===== src/rtl/mux_scan_bmsce_if.sv =====
// Bus bundle for mux_scan_bmsce: channel data, select controls and registered outputs.
interface mux_scan_bmsce_if #(
  parameter int WIDTH = 1,
  parameter int NCH   = 4
);
  localparam int SW = ($clog2(NCH) > 1) ? $clog2(NCH) : 1;

  logic                 ena;
  logic [NCH*WIDTH-1:0] din;
  logic [SW-1:0]        sel_in;
  logic                 sel_load;
  logic                 mode;
  logic [WIDTH-1:0]     y;
  logic [SW-1:0]        cur_sel;
  logic                 y_valid;
  logic                 sel_err;

  // Driver side: supplies data and select controls, observes results.
  modport master (
    output ena, din, sel_in, sel_load, mode,
    input  y, cur_sel, y_valid, sel_err
  );

  // Multiplexer side.
  modport slave (
    input  ena, din, sel_in, sel_load, mode,
    output y, cur_sel, y_valid, sel_err
  );
endinterface


===== src/rtl/mux_scan_bmsce.sv =====
// Registered NCH-channel multiplexer with manual select and round-robin auto-scan.
// The select, dwell counter and all outputs are registered; ena freezes everything.
module mux_scan_bmsce #(
  parameter int WIDTH = 1,
  parameter int NCH   = 4,
  parameter int DWELL = 4
) (
  input logic              clk,
  input logic              rst_n,
  mux_scan_bmsce_if.slave  bus
);
  localparam int SW = ($clog2(NCH) > 1) ? $clog2(NCH) : 1;
  localparam int CW = $clog2(DWELL);

  typedef enum logic { ST_MANUAL = 1'b0, ST_SCAN = 1'b1 } state_t;

  state_t           state;
  logic [CW-1:0]    cnt;
  logic [SW-1:0]    cur_sel;
  logic [WIDTH-1:0] y;
  logic             y_valid;
  logic             sel_err;

  logic [SW-1:0]    nxt_sel;
  logic [CW-1:0]    nxt_cnt;
  logic             nxt_err;
  logic [SW-1:0]    inc_sel;

  // Round-robin successor of the current channel, wrapping at NCH rather than 2^SW.
  assign inc_sel = (cur_sel == SW'(NCH - 1)) ? '0 : cur_sel + 1'b1;

  // Next select, dwell count and error flag for the current mode and strobes.
  always_comb begin
    // NOTE: every combinational output gets a default first so no path leaves it unassigned (no latch).
    nxt_sel = cur_sel;
    nxt_cnt = '0;
    nxt_err = sel_err;
    if (bus.mode) begin
      // The first SCAN edge after MANUAL only clears the counter; sel_load is ignored.
      if (state == ST_SCAN) begin
        if (cnt == CW'(DWELL - 1)) begin
          nxt_sel = inc_sel;
        end else begin
          nxt_cnt = cnt + 1'b1;
        end
      end
    end else if (bus.sel_load) begin
      if (int'(bus.sel_in) < NCH) begin
        nxt_sel = bus.sel_in;
        nxt_err = 1'b0;
      end else begin
        nxt_err = 1'b1;
      end
    end
  end

  // Register state, select, counter and outputs on each enabled edge.
  always_ff @(posedge clk or negedge rst_n) begin
    if (!rst_n) begin
      state   <= ST_MANUAL;
      cnt     <= '0;
      cur_sel <= '0;
      y       <= '0;
      y_valid <= 1'b0;
      sel_err <= 1'b0;
    end else if (bus.ena) begin
      // NOTE: non-blocking assignments so every register samples pre-edge values (y uses the old cur_sel).
      state   <= bus.mode ? ST_SCAN : ST_MANUAL;
      cnt     <= nxt_cnt;
      cur_sel <= nxt_sel;
      y       <= bus.din[int'(cur_sel)*WIDTH +: WIDTH];
      y_valid <= (nxt_sel == cur_sel);
      sel_err <= nxt_err;
    end
  end

  assign bus.y       = y;
  assign bus.cur_sel = cur_sel;
  assign bus.y_valid = y_valid;
  assign bus.sel_err = sel_err;
endmodule


===== src/flat_wrapper.sv =====
// flat-port wrapper written by rule: the top's interface ports become plain ports
module mux_scan_bmsce_flat 
#(
  parameter int WIDTH = 1,
  parameter int NCH   = 4,
  parameter int DWELL = 4
)
  (clk, rst_n, bus_ena, bus_din, bus_sel_in, bus_sel_load, bus_mode, bus_y, bus_cur_sel, bus_y_valid, bus_sel_err);
  mux_scan_bmsce_if #(.WIDTH(WIDTH), .NCH(NCH)) bus_i ();
  input logic clk;
  input logic rst_n;
  input wire logic [$bits(bus_i.ena)-1:0] bus_ena;
  input wire logic [$bits(bus_i.din)-1:0] bus_din;
  input wire logic [$bits(bus_i.sel_in)-1:0] bus_sel_in;
  input wire logic [$bits(bus_i.sel_load)-1:0] bus_sel_load;
  input wire logic [$bits(bus_i.mode)-1:0] bus_mode;
  output wire logic [$bits(bus_i.y)-1:0] bus_y;
  output wire logic [$bits(bus_i.cur_sel)-1:0] bus_cur_sel;
  output wire logic [$bits(bus_i.y_valid)-1:0] bus_y_valid;
  output wire logic [$bits(bus_i.sel_err)-1:0] bus_sel_err;
  assign bus_i.ena = bus_ena;
  assign bus_i.din = bus_din;
  assign bus_i.sel_in = bus_sel_in;
  assign bus_i.sel_load = bus_sel_load;
  assign bus_i.mode = bus_mode;
  assign bus_y = bus_i.y;
  assign bus_cur_sel = bus_i.cur_sel;
  assign bus_y_valid = bus_i.y_valid;
  assign bus_sel_err = bus_i.sel_err;
  mux_scan_bmsce #(.WIDTH(WIDTH), .NCH(NCH), .DWELL(DWELL)) u_core (.clk(clk), .rst_n(rst_n), .bus(bus_i));
endmodule

===== config.mk =====
export PLATFORM = sky130hd
export DESIGN_NAME = mux_scan_bmsce_flat
export DESIGN_NICKNAME = d
export VERILOG_FILES = /design/src/rtl/mux_scan_bmsce_if.sv /design/src/rtl/mux_scan_bmsce.sv /design/src/flat_wrapper.sv
export SDC_FILE = /design/constraint.sdc
export NUM_CORES = 1
export LEC_CHECK = 0
export CORE_AREA = 3 3 47 49
export CTS_CLUSTER_DIAMETER = 60
export CTS_CLUSTER_SIZE = 24
export DETAILED_ROUTE_END_ITERATION = 8
export DIE_AREA = 0 0 50 52
export PLACE_DENSITY = 0.61
export SKIP_LAST_GASP = 1
export SLEW_MARGIN = 30
export SYNTH_ARGS = -nofsm -noshare
export SYNTH_HDL_FRONTEND = slang
export SYNTH_SLANG_ARGS = --single-unit

===== constraint.sdc =====
create_clock -name clk -period 1.4 [get_ports clk]
set_clock_uncertainty 0.15 [all_clocks]
set_input_delay 0.28 -clock clk [delete_from_list [all_inputs] [get_ports clk]]
set_output_delay 0.28 -clock clk [all_outputs]
set_load 0.01 [all_outputs]

* Word-level counts from Yosys, hierarchy flattened
Cells that the tools add are included. W data, S select, Z words.
Cells by class: $add $sub $neg 2, eq/ne operators 3, shift operators 1, multiplexer cells 9
Operators with widths (count):
- $mux W2 | 8
- $add A2 B1 Y2 const B | 2
- $eq A2 B2 Y1 const B | 2
- $shiftx A4 B3 Y1 | 1
- $eq A2 B2 Y1 | 1
- $mux W1 | 1
Storage, ports and cells: register bits 7, input port bits 11

* Longest topological paths before layout
depth after elaboration 6, depth in mapped cells 4, mapped depth without buffers 4

* Worst setup path before layout
OpenSTA, ideal clock, no wires.
path type reg-to-reg, from reg u_core.cur_sel[0] (netlist: u_core.bus.cur_sel[0]), to reg u_core.y (netlist: u_core.bus.y), data arrival time 1.251 ns, data required time 1.125 ns, setup slack -0.126 ns, stages on the path, launching flop included 3, clock period less this slack 1.526 ns, path through dfrtp_1 > mux4_2 > mux2_4
Between the ends: cells in the longest elaborated chain, start to end 1
RTL lines:
- start, declared | line mux_scan_bmsce.sv:19 | logic [SW-1:0] cur_sel;
- start signal, assigned | line mux_scan_bmsce.sv:70 | cur_sel <= nxt_sel;
- $shiftx A4 B3 Y1 | line mux_scan_bmsce.sv:71 | y <= bus.din[int'(cur_sel)*WIDTH +: WIDTH];
- end signal, assigned | line mux_scan_bmsce.sv:71
- end, declared | line mux_scan_bmsce.sv:20 | logic [WIDTH-1:0] y;
No other way between the ends. A chain may end at the register's enable or synchronous reset.

* Worst setup path after layout
Same ends and word-level chain as after synthesis.

==> results.md <==
* Core outline area at 1902 sq um
* Metal3 WL at 109 um
* All-layer global routing usage at 9.921%
* Ys Warns at 0
* Sequential power share at 37.4%
* Die ar. at 2600 sq um
* Most frequent cells in the layout: clkdlybuf4s50_1 (10), buf_4 (8), dfrtp_1 (5)
* Pre-CTS setup slack at -0.2899 ns
* Rows at 16
* Synth area leader: dfrtp_1
* Power per cell area at 1008 nW/um^2
* Worst Setup End Kind: flop
* Largest net degree at the start of global routing at 11
* Ranking of synthesized cells by area: dfrtp_1 (40%), xor2_1 (5.9%), ha_1 (5.7%)
* HP Class: input pin to async pin
* Synth Flop Type: dfrtp_1
* PnR Total Power at 715.0 uW
* Die Wd at 50 um
* RePlAce Congestion at 0.7260
* CTS root buffer: clkbuf_4
* Via density at 4.362
* Clock share of power at 26.9%
* Max Transition Viols Final at 0
* Crit-path slowest cell: mux4_2
* Startpoint Class: flop
* Min Tclk post-route at 1.456 ns
* Max Cap Violations at 0
* Worst Path Buf+Inv at 0
* Crit-path max FO at 4
* Sequential area share after synthesis at 39.66%
* Worst EP required at 1.40 ns
* Gr ovfl total at 0
* Number of port buffers at 14
* Area Overhead vs Synth at 60.62%
* Top Metal Used: met3
* Top cell type's share of synthesized area at 39.66%
* EDFF count, synth at 0
* Synth Net Count at 57
* Endpoints failing setup at 2
* Mapped cell area at 441.7 sq um
* Slowest stage delay, CP at 0.51 ns
* DR WL met2 at 524 um
* Final ANT Viol Nets at 0
* Post-layout util at 37.30%
* CTS tree: done
* Final Hold Viols at 0
* P_leak at 0.2970 nW
* First-pass GRT wire length at 1.883 mm
* WL final at 1.049 mm
* Starting DRT DRC Count at 2
* Worst Setup Path Type: flop to flop
* Final period util at 104.0%
* Share of layout cells above drive strength 1 at 32.84%
* Io pins at 16
* Logic pwr share at 35.7%
* Unrepaired setup endpoints after global routing: yes
* Total CTS buffers at 3
* CTS Sinks at 7
* Wl on met1 at 415 um
* Initial antenna violation count at 0
* Hold WS at 0.1357 ns
* Htree depth at 1
* Failing checks: setup timing
* Worst-case clock buffer depth at 2
* Ys async rst share at 100.0%
* Worst EP arrival at 1.45 ns
* Die height at 52 um
* Remaining DRCs at 0
* Layout Nets at 81
* Synth unique cells at 24
* Wire per inst at 11.16 um
* Hold Buf Count CTS at 0
* Delay-heaviest family, CP: multiplexers
* Total number of vias at 410
* Clk slew on worst S/H paths at 0.06 ns
* Clock Latency Late Sink at 0.26 ns
* P_sw at 215.3 uW
* Vias in the first global route at 455
* Commonest non-fill, non-tap cell in the layout: clkdlybuf4s50_1
* Peak supply drop at 0.3672 mV
* Final setup margin at -0.05646 ns
* Initial core utilization at 23.22%
* Switching share of power at 30.11%
* Peak Freq at 686.6 MHz
* Internal power at 499.7 uW
* Hpwl dp at 798.4 um
* Outcome: finished with violations
* Average size of a mapped cell at 10.04 sq um
* Cells after Synth at 44
* TNS Setup at -0.07834 ns
* First-pass detailed-route iteration total at 3
* Seq cells post-synth at 7
* CP Cell Sequence: mux4_2 -> mux2_4
* N_diodes at 0
cells by family after synthesis:
group | Yosys count | synth area share [%]
other cells | 1 | 0.8490
compound gates | 12 | 17.85
xor+xnor | 3 | 5.950
buf+inv | 6 | 6.516
mux | 3 | 11.05
fa+ha+maj | 2 | 5.665
simple gates | 10 | 12.46
flops | 7 | 39.66
synthesized netlist by cell type (2+ instances only):
| master | count |
|---|---|
| a22o_1 | 2 |
| and3_1 | 2 |
| buf_2 | 2 |
| dfrtp_1 | 7 |
| ha_1 | 2 |
| inv_1 | 3 |
| nand2_1 | 2 |
| nand4_1 | 2 |
| nor2b_1 | 2 |
| o21ai_1 | 4 |
| xor2_1 | 3 |
power by group through the flow:
stage | registers (mW) | logic [mW] | clock network (mW)
after floorplan | 0.276 | 0.132 | 0
after global placement | 0.268 | 0.264 | 0
after detailed placement | 0.270 | 0.267 | 0
after CTS | 0.267 | 0.260 | 0.205
after global routing | 0.272 | 0.289 | 0.218
final | 0.267 | 0.255 | 0.192
area by class of cell:
cell class	instances	area, sq um
tap	27	33.78
sequential	7	177.7
multi-input combinational	31	270.3
timing repair buffer	22	190.2
fill	200	1192
clock buffer	4	26.28
inverter	3	11.26
flip-flops by register name, indices dropped and copies added (netlist names):
| name | count |
|---|---|
| u_core.bus.y | 1 |
| u_core.cnt | 2 |
| u_core.bus.y_valid | 1 |
| u_core.bus.cur_sel | 2 |
| u_core.state | 1 |
routing by layer:
layer / vias to the layer above / GRT usage [%]
met4: 0 / 4.147
met3: 0 / 6.877
met5: - / 0
li1: 206 / -
met1: 191 / 9.043
met2: 13 / 16.96
stage by stage:
stage	std cells	area [sq um]
floorplan	44	467.9
global route	94	709.4
finish	94	709.4
CTS	94	716.9
global placement	89	676.9
detailed placement	89	676.9
timing repair:
item                                    in CTS  in global routing
cloned                                       0                  0
endpoints found under the setup margin       8                  8
pin swaps                                    3                  4
gates resized for setup                      9                  5
setup buffers                                1                  0
path summary, 6_finish.rpt:
check,start,endpoint,slack (ns),depth (start not counted)
worst min register to register,u_core.bus.y,u_core.bus.y,0.38,1
max in group asynchronous,rst_n,u_core.bus.cur_sel[1],0.69,1
worst max register to register,u_core.bus.cur_sel[0],u_core.bus.y,-0.06,2
worst max-delay path,u_core.bus.cur_sel[0],u_core.bus.y,-0.06,2
worst min-delay path,rst_n,u_core.bus.y,0.14,1
min in group clk,u_core.bus.y,u_core.bus.y,0.38,1
(Power assumes the default switching activity.)
==> RTL edit: new RTL, same flow settings <==
`DWELL` is set to 4 in 2 places; all go to 2.
--- a/src/rtl/mux_scan_bmsce.sv
+++ b/src/rtl/mux_scan_bmsce.sv
@@ -3,7 +3,7 @@
 module mux_scan_bmsce #(
   parameter int WIDTH = 1,
   parameter int NCH   = 4,
-  parameter int DWELL = 4
+  parameter int DWELL = 2
 ) (
   input logic              clk,
   input logic              rst_n,
--- a/src/flat_wrapper.sv
+++ b/src/flat_wrapper.sv
@@ -3,7 +3,7 @@
 #(
   parameter int WIDTH = 1,
   parameter int NCH   = 4,
-  parameter int DWELL = 4
+  parameter int DWELL = 2
 )
   (clk, rst_n, bus_ena, bus_din, bus_sel_in, bus_sel_load, bus_mode, bus_y, bus_cur_sel, bus_y_valid, bus_sel_err);
   mux_scan_bmsce_if #(.WIDTH(WIDTH), .NCH(NCH)) bus_i ();
Function: changed (a bounded check fails within 4 cycles, from zero or initial values and one cycle with rst_n low).
==> RTL edit against the original RTL <==
  * Area after synthesis shrank 9.1%
  * Non-clock buffer count shrank 2
  * Sequential share of layout area shrank 1.9 points
  * Design area shrank 8.6%
  * Via count shrank 8.3%
  * Sequential cell count shrank 1
  * Power shrank 11%
  * Routed wire length shrank 11%
  * Worst setup slack gained 120 ps
  * Critical endpoint is now bus_cur_sel[1]
  * Highest routed layer unchanged
==> RTL edit: results (changes against the original RTL) <==
- PostCTS Resize Cnt: 5 (-4)
- Critical path peak fanout: 3 (-1)
- Leakage: 0.289 nW (-2.7%)
- Total wire length: 935 um (-11%)
- Post-Synth Adder-Cell Area: 0% (-5.7 points)
- Clk slew on worst S/H paths: ~50 ps
- P_sw: 0.193 mW (-10%)
- Met3 wire len: 77 um (-29%)
- Fill count: 202 (+1.0%)
- Comb group: 0.254 mW (about the same)
- Worst VDD drop: 0.000598 V (+63%)
- Met1 usage: 9.06% (+0.016 points)
- Fraction of layout cells with a size suffix above 1: 31.7% (-1.2 points)
- Area grow syn2layout: 61.4%
- Non-clk bufs: 20 (-9.1%)
- Mux share of post-synthesis cell area: 10.6% (-0.46 points)
- Clock group share of total power: 24.6% (-2.3 points)
- Gate family responsible for the most delay along the worst path: flip-flops
- Fraction of area in multi-input gates: 36.5% (-1.6 points)
- Non-clock buffer share of cell area: 30.5% (+3.7 points)
- Status: completed
- Dpl ws: -266 ps (+23.5 ps)
- Initial DRC count: 0 (-2)
- Post-CTS Repair Setup Buffers: 0 (-1)
- Crit path max-delay cell type: dfrtp_1
- HPWL after DPL: 762 um (-4.6%)
- First-pass detailed-route iteration total: 1 (-2)
- Nets: 73 (-9.9%)
- Non-Clock Inverter Count: 2 (-1)
- Sw Share: 30.3% (+0.22 points)
- Synthesized net count: 52 (-8.8%)
- Post-Layout Cell Count: 87 (-7.4%)
- Arr. time, crit path: 910 ps (-540 ps)
- Final Hold Slack: 122 ps (-13.4 ps)
- Worst-skew pair later-pin latency: 240 ps (-20 ps)
- Flop-to-flop setup slack: 70 ps (+130 ps)
- Vias in the first global route: 370 (-19%)
- ClkCell Share: 3.47% (-0.23 points)
- Area after DPL: 596 um^2 (-12%)
- XOR/XNOR Fraction of Synth Area: 4.36% (-1.6 points)
- First-pass GRT wire length: 1.58 mm (-16%)
- Total GRT Usage: 8.10% (-1.8 points)
- Vias per cell: 4.32 (-0.91%)
- Post-Syn Instances: 41 (-6.8%)
- Met2 Wirelength: 451 um (-14%)
- Comb_multi_in: 29 (-6.5%)
- Max incr delay on CP: 380 ps (-130 ps)
- Placed Instances: 84 (-5.6%)
- CTS Sinks: 6 (-1)
- Synth top area cells: dfrtp_1 (37%), buf_6 (5.6%), mux2_2 (5.6%)
- GR Layer Usage met2: 13.3% (-3.7 points)
- Sequential share of cell area: 23.2% (-1.9 points)
- Compound-Gate Fraction of Synth Area: 18.4% (+0.53 points)
RTL edit: changes by cell type in the layout (fill, tap and decap cells not counted), sizes merged, moves of 2 or more:
cell / before / now
buf: 9 / 6
clkdlybuf4s50: 10 / 8
o21ai: 5 / 1
dlymetal6s2s: 0 / 2
ha: 2 / 0
mux2i: 0 / 2
dlygate4sd2: 0 / 4
clkbuf: 5 / 3
a22o: 2 / 0
clkdlybuf4s15: 2 / 0
RTL edit: worst paths after layout:
check                                           start               endpoint  cells past startpoint
worst min register to register     u_core.bus.y_valid     u_core.bus.y_valid                      1
worst max register to register  u_core.bus.cur_sel[1]  u_core.bus.cur_sel[1]                      4
min in group clk                              bus_ena             u_core.cnt                      3
max in group asynchronous                       rst_n             u_core.cnt                      1
worst min-delay path                            rst_n  u_core.bus.cur_sel[1]                      1
worst max-delay path            u_core.bus.cur_sel[1]         bus_cur_sel[1]                      1
